<file path="src/rtl/imem_loader.sv">
// Boot-time program loader: unpacks a framed byte stream into 32-bit instruction
// words, writes them into instruction memory, and holds the core until the image checks out.
module imem_loader #(
   parameter int unsigned ADDR_W        = 8,
   parameter int unsigned DEPTH         = 256,
   parameter bit          HOLD_AT_RESET = 1'b1
) (
   input  logic              clk,
   input  logic              reset_n,
   input  logic              start,
   input  logic              s_valid,
   input  logic [7:0]        s_data,
   output logic              s_ready,
   output logic              imem_we,
   output logic [ADDR_W-1:0] imem_addr,
   output logic [31:0]       imem_wdata,
   output logic              core_hold,
   output logic              busy,
   output logic              done,
   output logic              err_len,
   output logic              err_csum
);

   localparam int unsigned IDX_W = ADDR_W + 1;

   typedef enum logic [2:0] {
      S_IDLE, S_LEN_LO, S_LEN_HI, S_DATA, S_CSUM, S_DONE, S_ERROR
   } state_t;

   state_t             r_state,      w_state_nxt;
   logic [7:0]         r_len_lo,     w_len_lo_nxt;
   logic [IDX_W-1:0]   r_len,        w_len_nxt;
   logic [IDX_W-1:0]   r_idx,        w_idx_nxt;
   logic [1:0]         r_bcnt,       w_bcnt_nxt;
   logic [23:0]        r_asm,        w_asm_nxt;
   logic [7:0]         r_xor,        w_xor_nxt;
   logic               r_wr,         w_wr_nxt;
   logic               r_s_ready,    w_s_ready_nxt;
   logic               r_imem_we,    w_imem_we_nxt;
   logic [ADDR_W-1:0]  r_imem_addr,  w_imem_addr_nxt;
   logic [31:0]        r_imem_wdata, w_imem_wdata_nxt;
   logic               r_core_hold,  w_core_hold_nxt;
   logic               r_busy,       w_busy_nxt;
   logic               r_done,       w_done_nxt;
   logic               r_err_len,    w_err_len_nxt;
   logic               r_err_csum,   w_err_csum_nxt;

   logic               w_xfer;
   logic [15:0]        w_len16;

   assign w_xfer  = s_valid && r_s_ready;
   assign w_len16 = {s_data, r_len_lo};

   // State and datapath registers
   always_ff @(posedge clk or negedge reset_n) begin
      if (!reset_n) begin
         r_state      <= S_IDLE;
         r_len_lo     <= '0;
         r_len        <= '0;
         r_idx        <= '0;
         r_bcnt       <= '0;
         r_asm        <= '0;
         r_xor        <= '0;
         r_wr         <= 1'b0;
         r_s_ready    <= 1'b0;
         r_imem_we    <= 1'b0;
         r_imem_addr  <= '0;
         r_imem_wdata <= '0;
         r_core_hold  <= HOLD_AT_RESET;
         r_busy       <= 1'b0;
         r_done       <= 1'b0;
         r_err_len    <= 1'b0;
         r_err_csum   <= 1'b0;
      end else begin
         r_state      <= w_state_nxt;
         r_len_lo     <= w_len_lo_nxt;
         r_len        <= w_len_nxt;
         r_idx        <= w_idx_nxt;
         r_bcnt       <= w_bcnt_nxt;
         r_asm        <= w_asm_nxt;
         r_xor        <= w_xor_nxt;
         r_wr         <= w_wr_nxt;
         r_s_ready    <= w_s_ready_nxt;
         r_imem_we    <= w_imem_we_nxt;
         r_imem_addr  <= w_imem_addr_nxt;
         r_imem_wdata <= w_imem_wdata_nxt;
         r_core_hold  <= w_core_hold_nxt;
         r_busy       <= w_busy_nxt;
         r_done       <= w_done_nxt;
         r_err_len    <= w_err_len_nxt;
         r_err_csum   <= w_err_csum_nxt;
      end
   end

   // Next-state and next-output logic; outputs are computed one cycle ahead so they leave registered
   always_comb begin
      w_state_nxt      = r_state;
      w_len_lo_nxt     = r_len_lo;
      w_len_nxt        = r_len;
      w_idx_nxt        = r_idx;
      w_bcnt_nxt       = r_bcnt;
      w_asm_nxt        = r_asm;
      w_xor_nxt        = r_xor;
      w_wr_nxt         = r_wr;
      w_s_ready_nxt    = r_s_ready;
      w_imem_we_nxt    = 1'b0;
      w_imem_addr_nxt  = r_imem_addr;
      w_imem_wdata_nxt = r_imem_wdata;
      w_core_hold_nxt  = r_core_hold;
      w_busy_nxt       = r_busy;
      w_done_nxt       = r_done;
      w_err_len_nxt    = r_err_len;
      w_err_csum_nxt   = r_err_csum;

      case (r_state)
         S_IDLE, S_DONE, S_ERROR: begin
            if (start) begin
               w_state_nxt     = S_LEN_LO;
               w_done_nxt      = 1'b0;
               w_err_len_nxt   = 1'b0;
               w_err_csum_nxt  = 1'b0;
               w_core_hold_nxt = 1'b1;
               w_idx_nxt       = '0;
               w_xor_nxt       = '0;
               w_bcnt_nxt      = '0;
               w_wr_nxt        = 1'b0;
               w_s_ready_nxt   = 1'b1;
               w_busy_nxt      = 1'b1;
            end
         end

         S_LEN_LO: begin
            if (w_xfer) begin
               w_len_lo_nxt = s_data;
               w_state_nxt  = S_LEN_HI;
            end
         end

         S_LEN_HI: begin
            if (w_xfer) begin
               if (32'(w_len16) > DEPTH) begin
                  w_state_nxt   = S_ERROR;
                  w_err_len_nxt = 1'b1;
                  w_s_ready_nxt = 1'b0;
                  w_busy_nxt    = 1'b0;
               end else if (w_len16 == 16'h0000) begin
                  w_len_nxt   = '0;
                  w_state_nxt = S_CSUM;
               end else begin
                  w_len_nxt   = IDX_W'(w_len16);
                  w_state_nxt = S_DATA;
               end
            end
         end

         S_DATA: begin
            // r_wr marks the single write cycle, during which no byte is taken
            if (r_wr) begin
               w_wr_nxt      = 1'b0;
               w_s_ready_nxt = 1'b1;
               if (r_idx == r_len) begin
                  w_state_nxt = S_CSUM;
               end
            end else if (w_xfer) begin
               w_asm_nxt  = {s_data, r_asm[23:8]};
               w_xor_nxt  = r_xor ^ s_data;
               w_bcnt_nxt = r_bcnt + 2'd1;
               if (r_bcnt == 2'd3) begin
                  w_imem_we_nxt    = 1'b1;
                  w_imem_addr_nxt  = ADDR_W'(r_idx);
                  w_imem_wdata_nxt = {s_data, r_asm};
                  w_idx_nxt        = r_idx + IDX_W'(1);
                  w_wr_nxt         = 1'b1;
                  w_s_ready_nxt    = 1'b0;
               end
            end
         end

         S_CSUM: begin
            if (w_xfer) begin
               w_s_ready_nxt = 1'b0;
               w_busy_nxt    = 1'b0;
               if (s_data == r_xor) begin
                  w_state_nxt     = S_DONE;
                  w_done_nxt      = 1'b1;
                  w_core_hold_nxt = 1'b0;
               end else begin
                  w_state_nxt    = S_ERROR;
                  w_err_csum_nxt = 1'b1;
               end
            end
         end

         default: begin
            w_state_nxt   = S_IDLE;
            w_s_ready_nxt = 1'b0;
            w_busy_nxt    = 1'b0;
         end
      endcase
   end

   assign s_ready    = r_s_ready;
   assign imem_we    = r_imem_we;
   assign imem_addr  = r_imem_addr;
   assign imem_wdata = r_imem_wdata;
   assign core_hold  = r_core_hold;
   assign busy       = r_busy;
   assign done       = r_done;
   assign err_len    = r_err_len;
   assign err_csum   = r_err_csum;

endmodule
</file>
<file path="config.mk">
export PLATFORM = sky130hd
export DESIGN_NAME = imem_loader
export DESIGN_NICKNAME = d
export VERILOG_FILES = /design/src/rtl/imem_loader.sv
export SDC_FILE = /design/constraint.sdc
export NUM_CORES = 1
export LEC_CHECK = 0
export CORE_MARGIN = 5
export CORE_UTILIZATION = 48
export CTS_CLUSTER_DIAMETER = 40
export DETAILED_ROUTE_END_ITERATION = 6
export GPL_ROUTABILITY_DRIVEN = 0
export PLACE_DENSITY = 0.7
export SLEW_MARGIN = 30
export SYNTH_ARGS = -nofsm -noshare
export SYNTH_HDL_FRONTEND = slang
export SYNTH_SLANG_ARGS = --single-unit
</file>
<file path="constraint.sdc">
create_clock -name clk -period 3.53 [get_ports clk]
set_clock_uncertainty 0.15 [all_clocks]
set_input_delay 0.706 -clock clk [delete_from_list [all_inputs] [get_ports clk]]
set_output_delay 0.706 -clock clk [all_outputs]
set_load 0.01 [all_outputs]
</file>
# After elaboration in Yosys (flattened, before gate mapping)
# Index checks and enable logic that the tools add are counted.
dict set report totals {
  register_bits 111
  word_cells 120
}
dict set report classes {
  n_addsub 2
  magnitude_cmp 1
  n_eq_ne 23
  muxes 51
  bitwise 5
  n_reduce_logical 21
}
# operator count
set op_table {}
lappend op_table {{2-to-1 mux 9 bit} 5}
lappend op_table {{2-to-1 mux 3 bit} 8}
lappend op_table {{2-to-1 mux 8 bit} 3}
lappend op_table {{inequality test 2 bit, second input constant} 12}
lappend op_table {{2-to-1 mux 1 bit} 20}
lappend op_table {{AND reduction 4 bit} 5}
lappend op_table {{case mux 9 bit (2 select lines)} 1}
lappend op_table {{greater-than comparator 16 x 9 -> 1 bit, second input constant} 1}
lappend op_table {{zero test 16 bit} 1}
lappend op_table {{case mux 8 bit (2 select lines)} 1}
lappend op_table {{case mux 3 bit (5 select lines)} 1}
lappend op_table {{case mux 1 bit (2 select lines)} 5}
lappend op_table {{AND reduction 5 bit} 2}
lappend op_table {{adder 9 x 1 -> 9 bit, second input constant} 1}
lappend op_table {{== test 3 bit, second input constant} 3}
lappend op_table {{== test 9 bit} 1}
lappend op_table {{== test 8 bit} 1}
lappend op_table {{2-to-1 mux 2 bit} 4}
lappend op_table {{XOR 8 bit} 1}
lappend op_table {{AND reduction 7 bit} 1}
lappend op_table {{== test 3 x 2 -> 1 bit, second input constant} 2}
lappend op_table {{inequality test 3 bit, second input constant} 2}
lappend op_table {{AND reduction 3 bit} 2}
lappend op_table {{AND reduction 6 bit} 1}
lappend op_table {{13 further kinds} 19}

# Logic depth before layout (Yosys ltp)
# Gate-level depths: netlist (run 1).
dict set report depth {
  ltp_word 5
  depth_mapped 7
  ltp_nobuf 6
}

# Worst setup path after synthesis (run 1)
# OpenSTA, ideal clock, no wires.
dict set report synth_timing {
  path_kind {input-to-reg}
  startpoint {input port s_data[0]}
  endpoint {register r_s_ready, in the netlist s_ready}
  setup_ps 125
  t_arrival_ps 1884
  setup_slack_ps 1371
  stages 5
  cell_sequence {clkbuf_2 a21boi_1 nor2_1 a211oi_1 mux2_2}
}
dict set report synth_via {
  elab_chain_len 3
}
# element line
set synth_lines {}
lappend synth_lines {{start, declared} 12} ;# input logic [7:0] s_data,
lappend synth_lines {{greater-than comparator 16 x 9 -> 1 bit} 141} ;# if (32'(w_len16) > DEPTH) begin
lappend synth_lines {{inequality test 2 bit (no source line)} n/a}
lappend synth_lines {{AND reduction 7 bit (no source line)} n/a}
lappend synth_lines {{end signal, assigned} 83} ;# r_s_ready <= w_s_ready_nxt;
lappend synth_lines {{end, declared} 38} ;# logic r_s_ready, w_s_ready_nxt;
# No other way between the ends.
# A chain may end at the register's enable or synchronous reset.

# Worst setup path in the final report (run 1)
dict set report layout_timing {
  startpoint {register r_state[0]}
  endpoint {register r_imem_wdata[0], in the netlist imem_wdata[0]}
}
dict set report layout_via {
  elab_chain_len 2
}
# element line
set layout_lines {}
lappend layout_lines {{start, declared} 30} ;# state_t r_state, w_state_nxt;
lappend layout_lines {{start signal, assigned} 75} ;# r_state <= w_state_nxt;
lappend layout_lines {{== test 3 x 2 -> 1 bit} 115} ;# case (r_state)
lappend layout_lines {{AND reduction 4 bit (no source line)} n/a}
lappend layout_lines {{end signal, assigned} 86} ;# r_imem_wdata <= w_imem_wdata_nxt;
lappend layout_lines {{end, declared} 41} ;# logic [31:0] r_imem_wdata, w_imem_wdata_nxt;
# No other way between the ends.

==> results.md, run 1 <==
- Clock Pin Slew Worst Setup and Hold Paths: ~0.11 ns
- I/O pin count: roughly 60
- CTS H-tree depth: 3
- Num rows: 37
- PostCTS Resize Cnt: 0
- Antenna Violating Nets Remaining: 0
- Post-Syn Instances: roughly 450
- WL/cell: between 15 and 20 um
- Nets@finish: 515
- Vias in the first global route: about 3500
- Tmin final: roughly 2.7 ns
- Fin area: between 0.005 and 0.006 sq mm
- Met1 WL: about 4900 um
- Cell Area, Synth: between 0.005 and 0.006 sq mm
- Final core utilization: approximately 58%
- First-pass GRT wire length: roughly 18000 um
- Share of layout cells above drive strength 1: between 10% and 20%
- Ys async rst share: 100.0%
- Post-CTS Setup Inserts: 0
- Clk network pwr share: a little under a quarter
- Initial core utilization: around 49%
- DRC: 0
- Worst endpoint required time: between 3 and 4 ns
- Register area share after synthesis: 55.40%
- Layout Cells excl Fill: ~640
- Maximum vdd drop: between 0.2 and 0.3 mV
- Leak: just under 3 nW
- PortBufs: a little under 60
- Top cells by area, synth: dfrtp_1 55%, nand2_1 6.2%, mux2_1 5.2%, mux2_2 5.2%, o21ai_0 3.4%
- Worst Hold Class: in2async
- Combinational share of power: a little over a quarter
- Layout fillers: 897
- Syn_nets: 460
- Longest Clk Path Bufs: 2
- Avg Inst Size Synth: 11.25 sq um
- Pin count of the biggest net entering global routing: 66
- Core Region: 0.01028 sq mm
- Arr. time, crit path: 2.80 ns
- Fin Hold WS: 0.2751 ns
- Pre-CTS setup slack: 0.4901 ns
- DP HPWL: roughly 7400 um
- #FFs+latches synth: roughly 110
- Die height: about 110 um
- Antenna fix cells: 0
- Count of cell types in the netlist: 55
- # hold bufs at CTS: 0
- DR iter-0 viols: around 190
- Initial antenna violation count: 0
- Total GRT Usage: 17.48%
- Top cells by count, synth: 110 x dfrtp_1, 83 x nand2_1, 34 x o21ai_0
- FF/Latch Area: roughly 0.0028 sq mm
- Switch share: 35.17%
- Overall power: 3.509 mW
- Placed Area: between 0.005 and 0.006 sq mm
- Status: finished clean
- Area of the multi-input gates: roughly 0.0021 sq mm
- Worst-Skew Late Latency: ~0.37 ns
- Max Clk Rate: 0.3729 GHz
- Most numerous cell in the Yosys netlist: dfrtp_1
- Die width: roughly 110 um
- PwrDens: between 500 and 600 mW/mm^2
- Fin worst setup slack: 0.8481 ns
- Top sig layer: met4
- Die area: between 0.01 and 0.015 sq mm
- Final Hold Viols: 0
- Congestion Overflow GR: 0
- Worst-Margin Slew: between 0.8 and 0.9 ns
- Via count: around 3500
- CP max FO: 24
- Pint: about 2.3 mW
- Net Switching: between 1 and 1.5 mW
- Dpl cells: 626
- Period utilization: around 76%
- Top FF cell, synth: dfrtp_1
- Worst Setup End Kind: flop
- Num CTS Buffers: 9
- Critical Path Source Type: flop
- Crit Path Class: reg2reg
- EDFF count, synth: 0
- Max-cap viol count: 0
- Reg power frac: roughly 50%
- Sink Count: roughly 110
- DR WL met2: 4975 um
- Setup TNS Final: 0 ns
- Worst R2R Path Depth: 5
- Synth warn: 0
- CTS tree: built
- Post-synth top area share: 54.88%
- Slew margin rel.: 45.04%
- FF-to-FF Start: r_state[0]
- RSZ-0062 raised after global routing: no
- Synth-to-Final Area Change: 17.86%
- Clock root cell: clkbuf_8
- Final setup viols: 0
- 1st-pass router iterations: 4
- Max-slew violations: 0
- Routed wire length: between 10000 and 15000 um
- Avg Vias per Cell: about 5.4
- Crit path launch: r_state[0]
- Met3 wire length: approximately 490 um
- Synth area leader: dfrtp_1
-- layer usage --
layer	vias to the layer above	global-route usage, %
met4	0	5.369
met3	14	4.205
li1	1648	-
met1	1713	24.41
met5	-	0
met2	91	27.21
-- area by class of cell --
| class | instances | area share [%] |
|---|---|---|
| flip-flops and latches | 111 | 47.01 |
| clock buffers | 10 | 2.328 |
| well taps | 136 | 2.878 |
| inverters | 9 | 0.5926 |
| repair buffers | 62 | 10.62 |
| clock inverters | 6 | 1.312 |
| multi-input cells | 308 | 35.26 |
-- power by group through the flow --
stage	registers [mW]	clock network, mW	logic [mW]
2_1_floorplan	1.69	0	0.719
3_3_place_gp	1.80	0	0.883
3_5_place_dp	1.81	0	0.910
4_1_cts	1.78	0.828	0.916
5_1_grt	1.83	0.888	1.03
6_report	1.79	0.809	0.912
-- flip-flops by register name (all words and copies together) (netlist names) --
register	count
r_asm	24
r_bcnt	2
r_state	3
busy	1
err_csum	1
r_len	9
err_len	1
r_xor	8
core_hold	1
r_len_lo	8
imem_addr	8
imem_wdata	32
imem_we	1
r_wr	1
done	1
r_idx	9
s_ready	1
-- cell usage in the layout (no fill, tap or decap), drive strengths merged, types with 5 or more instances in the layout --
cell type / n
dfrtp: 110
nand2: 84
clkdlybuf4s50: 57
mux2: 56
o21ai: 35
nor2: 25
xor2: 17
a21oi: 11
inv: 11
clkbuf: 10
xnor2: 9
nand4: 8
nor4: 6
nor3: 6
and2: 5
buf: 5
-- path summary, 6_finish.rpt --
path | slack, ns | end
max | 0.85 | imem_wdata[0]
max in group asynchronous | 2.21 | imem_addr[7]
max reg2reg | 0.85 | imem_wdata[0]
min in group clk | 0.33 | r_asm[0]
min | 0.28 | imem_wdata[9]
min reg2reg | 0.33 | r_asm[0]
-- critical path, stage by stage, from the launching register on --
cell,delay [ns]
dfrtp_1,0.82
nand3b_4,0.27
nor3_4,0.28
nand2_4,0.25
clkinv_2,0.40
mux2_2,0.38
-- logic make-up (layout without fill, tap and decap cells) --
family          Yosys count  count (layout)  synth area share [%]
simple gates            154             154                 14.74
flops                   111             111                 55.40
buf+inv                  27              87                 3.043
fa+ha+maj                 2               2                0.4988
mux                      57              57                 13.52
compound gates           69              69                 8.257
xor+xnor                 26              26                 4.540
Note: power is estimated with default switching activity, not from simulation.
==> run 2, diff against run 1 <==
PLACE_DENSITY = 0.73   (was 0.7)
clock period = 2.3 ns   (was 3.53 ns; I/O delays follow)
==> run 2 against run 1 <==
Maximum frequency is 24% higher. Critical path depth rose by 1. Combinational power increased by 90%. Power grew 59%. Final cell count grew 5.9%. Worst hold slack better by 0.052 ns. Clock power increased by 45%. Highest routed layer unchanged. Global-route usage is 0.82 points higher. Wire length grew 4.2%. Critical endpoint is now r_xor[1].
==> results.md, run 2 (synthesized netlist as in run 1, its figures left out) <==
- Worst endpoint required time: 2.41 ns (-1.23 ns)
- Final core utilization: 60.75% (+3.2 points)
- Slew margin rel.: 70.37% (+25 points)
- Vias in the first global route: 3755 (+5.8%)
- 1st-pass router iterations: 4 (unchanged)
- Die width: 112.2 um (unchanged)
- Longest Clk Path Bufs: 2 (unchanged)
- Critical path, cell by cell: buf_4 -> nand2b_1 -> mux2i_1 -> a21oi_2 -> o21ai_0 -> o21ai_0
- Synth-to-Final Area Change: 24.47%
- Final setup viols: 0 (unchanged)
- Num CTS Buffers: 9 (unchanged)
- Max Clk Rate: 0.4624 GHz (+24%)
- DRC: 0 (unchanged)
- Most frequent CP cell: o21ai_0
- Critical-path top delay cell: dfrtp_1
- Num rows: 37 (unchanged)
- FF/Latch Area: 0.002779 sq mm (unchanged)
- First-pass GRT wire length: 18790 um (+5.5%)
- Crit Path Class: reg2reg
- Max-slew violations: 0 (unchanged)
- Area of the multi-input gates: 0.002088 sq mm (+0.18%)
- Dpl cells: 663 (+5.9%)
- Tmin final: 2.163 ns (-0.5192 ns)
- Clock root cell: clkbuf_8
- Max FFs per register: 32 (unchanged)
- Core Region: 0.01028 sq mm (unchanged)
- Layout fillers: 873 (-2.7%)
- Crit-path max cell delay: 0.63 ns (-0.19 ns)
- Total GRT Usage: 18.30% (+0.82 points)
- Avg Vias per Cell: 5.350 (-0.90%)
- Period utilization: 94.03% (+18 points)
- Routed wire length: 10980 um (+4.2%)
- Most common cell after layout, fill and taps aside: dfrtp_1
- RSZ-0062 raised after global routing: no
- Leak: 3.073 nW (+6.6%)
- Final Hold Viols: 0 (unchanged)
- Fin worst setup slack: 0.1373 ns (-0.7108 ns)
- Congestion Overflow GR: 0 (unchanged)
- Via count: 3638 (+5.0%)
- PwrDens: 893.7 mW/mm^2 (+51%)
- CTS tree: built
- Nets@finish: 553 (+7.4%)
- Pre-CTS setup slack: -0.2039 ns (-0.6940 ns)
- Status: finished clean
- Share of layout cells above drive strength 1: 18.57% (+6.1 points)
- Arr. time, crit path: 2.27 ns (-0.53 ns)
- Worst Hold Class: reg2reg
- Pin count of the biggest net entering global routing: 48 (-27%)
- PortBufs: 58 (unchanged)
- CTS H-tree depth: 3 (unchanged)
- WL/cell: 16.14 um (-1.6%)
- Die area: 0.01259 sq mm (unchanged)
- DP HPWL: 7882 um (+7.1%)
- WP buf/inv: 1 (unchanged)
- Delay-heaviest family, CP: flip-flops
- Clock Pin Slew Worst Setup and Hold Paths: 0.11 ns (about the same)
- Maximum vdd drop: 0.4968 mV (+67%)
- Overall power: 5.580 mW (+59%)
- Initial core utilization: 48.81% (unchanged)
- Worst-Skew Late Latency: 0.38 ns (about the same)
- Max-cap viol count: 0 (unchanged)
- Worst-Margin Slew: 0.4445 ns (-0.3799 ns)
- Initial antenna violation count: 0 (unchanged)
- I/O pin count: 59 (unchanged)
- Antenna fix cells: 0 (unchanged)
- Layout Cells excl Fill: 680 (+5.9%)
- DR iter-0 viols: 218 (+15%)
- Worst Setup End Kind: flop
- Most frequent cells in the layout: 110 x dfrtp_1, 83 x nand2_1, 57 x clkdlybuf4s50_1, 36 x buf_4, 34 x o21ai_0
- Die height: 112.2 um (unchanged)
- Antenna Violating Nets Remaining: 0 (unchanged)
- Critical Path Source Type: flop
- Sink Count: 111 (unchanged)
- CP max FO: 13 (-46%)
-- run 2: per-layer routing --
layer | vias to the layer above | part of all wire [%] | track usage [%]
met5 | - | 0 | 0
met4 | 0 | 2.2 | 6.170
met3 | 20 | 5.1 | 3.396
met2 | 117 | 49 | 30.39
met1 | 1773 | 44 | 24.29
li1 | 1728 | - | -
-- run 2: metrics by stage --
stage | hold slack (ns) | TNS, ns | cell area [sq um]
floorplan | 0.01441 | 0 | 5016
global placement | 0.2500 | -2.483 | 6030
detailed placement | 0.2521 | -3.989 | 6030
CTS | 0.3351 | 0 | 6243
global route | 0.3675 | 0 | 6243
finish | 0.3271 | 0 | 6243
-- run 2: worst paths after layout --
check                       endpoint        from  cells after the start  slack (ns)
min in group asynchronous   r_asm[5]     reset_n                      2        0.39
setup / recovery            r_xor[1]  r_state[2]                      6        0.14
max in group asynchronous  core_hold     reset_n                      3        0.98
hold / removal              r_asm[2]    r_asm[2]                      2        0.33
setup reg to reg            r_xor[1]  r_state[2]                      6        0.14
hold reg to reg             r_asm[2]    r_asm[2]                      2        0.33
-- run 2: worst min-delay path: stages (launching register included) --
cell	delay (ns)
dfrtp_1	0.35
nand2_1	0.05
nand2_1	0.05
-- run 2: cell type report --
class                   instances  area share, %
clock inverters                 6          1.002
flip-flops and latches        111          44.51
repair buffers                100          15.55
clock buffers                  10          2.204
well taps                     136          2.725
inverters                       9         0.5611
multi-input cells             308          33.45
-- run 2: what timing repair did --
item	4_1_cts	5_1_grt
gates resized for setup	1	0
endpoints found under the setup margin	1	0
endpoints found under the hold margin	26	0
buffers inserted	0	0
hold buffers	1	0
-- run 2: power by group --
group | internal, mW | switching [mW]
registers | 2.33 | 0.346
clock network | 0.450 | 0.719
logic | 0.775 | 0.958
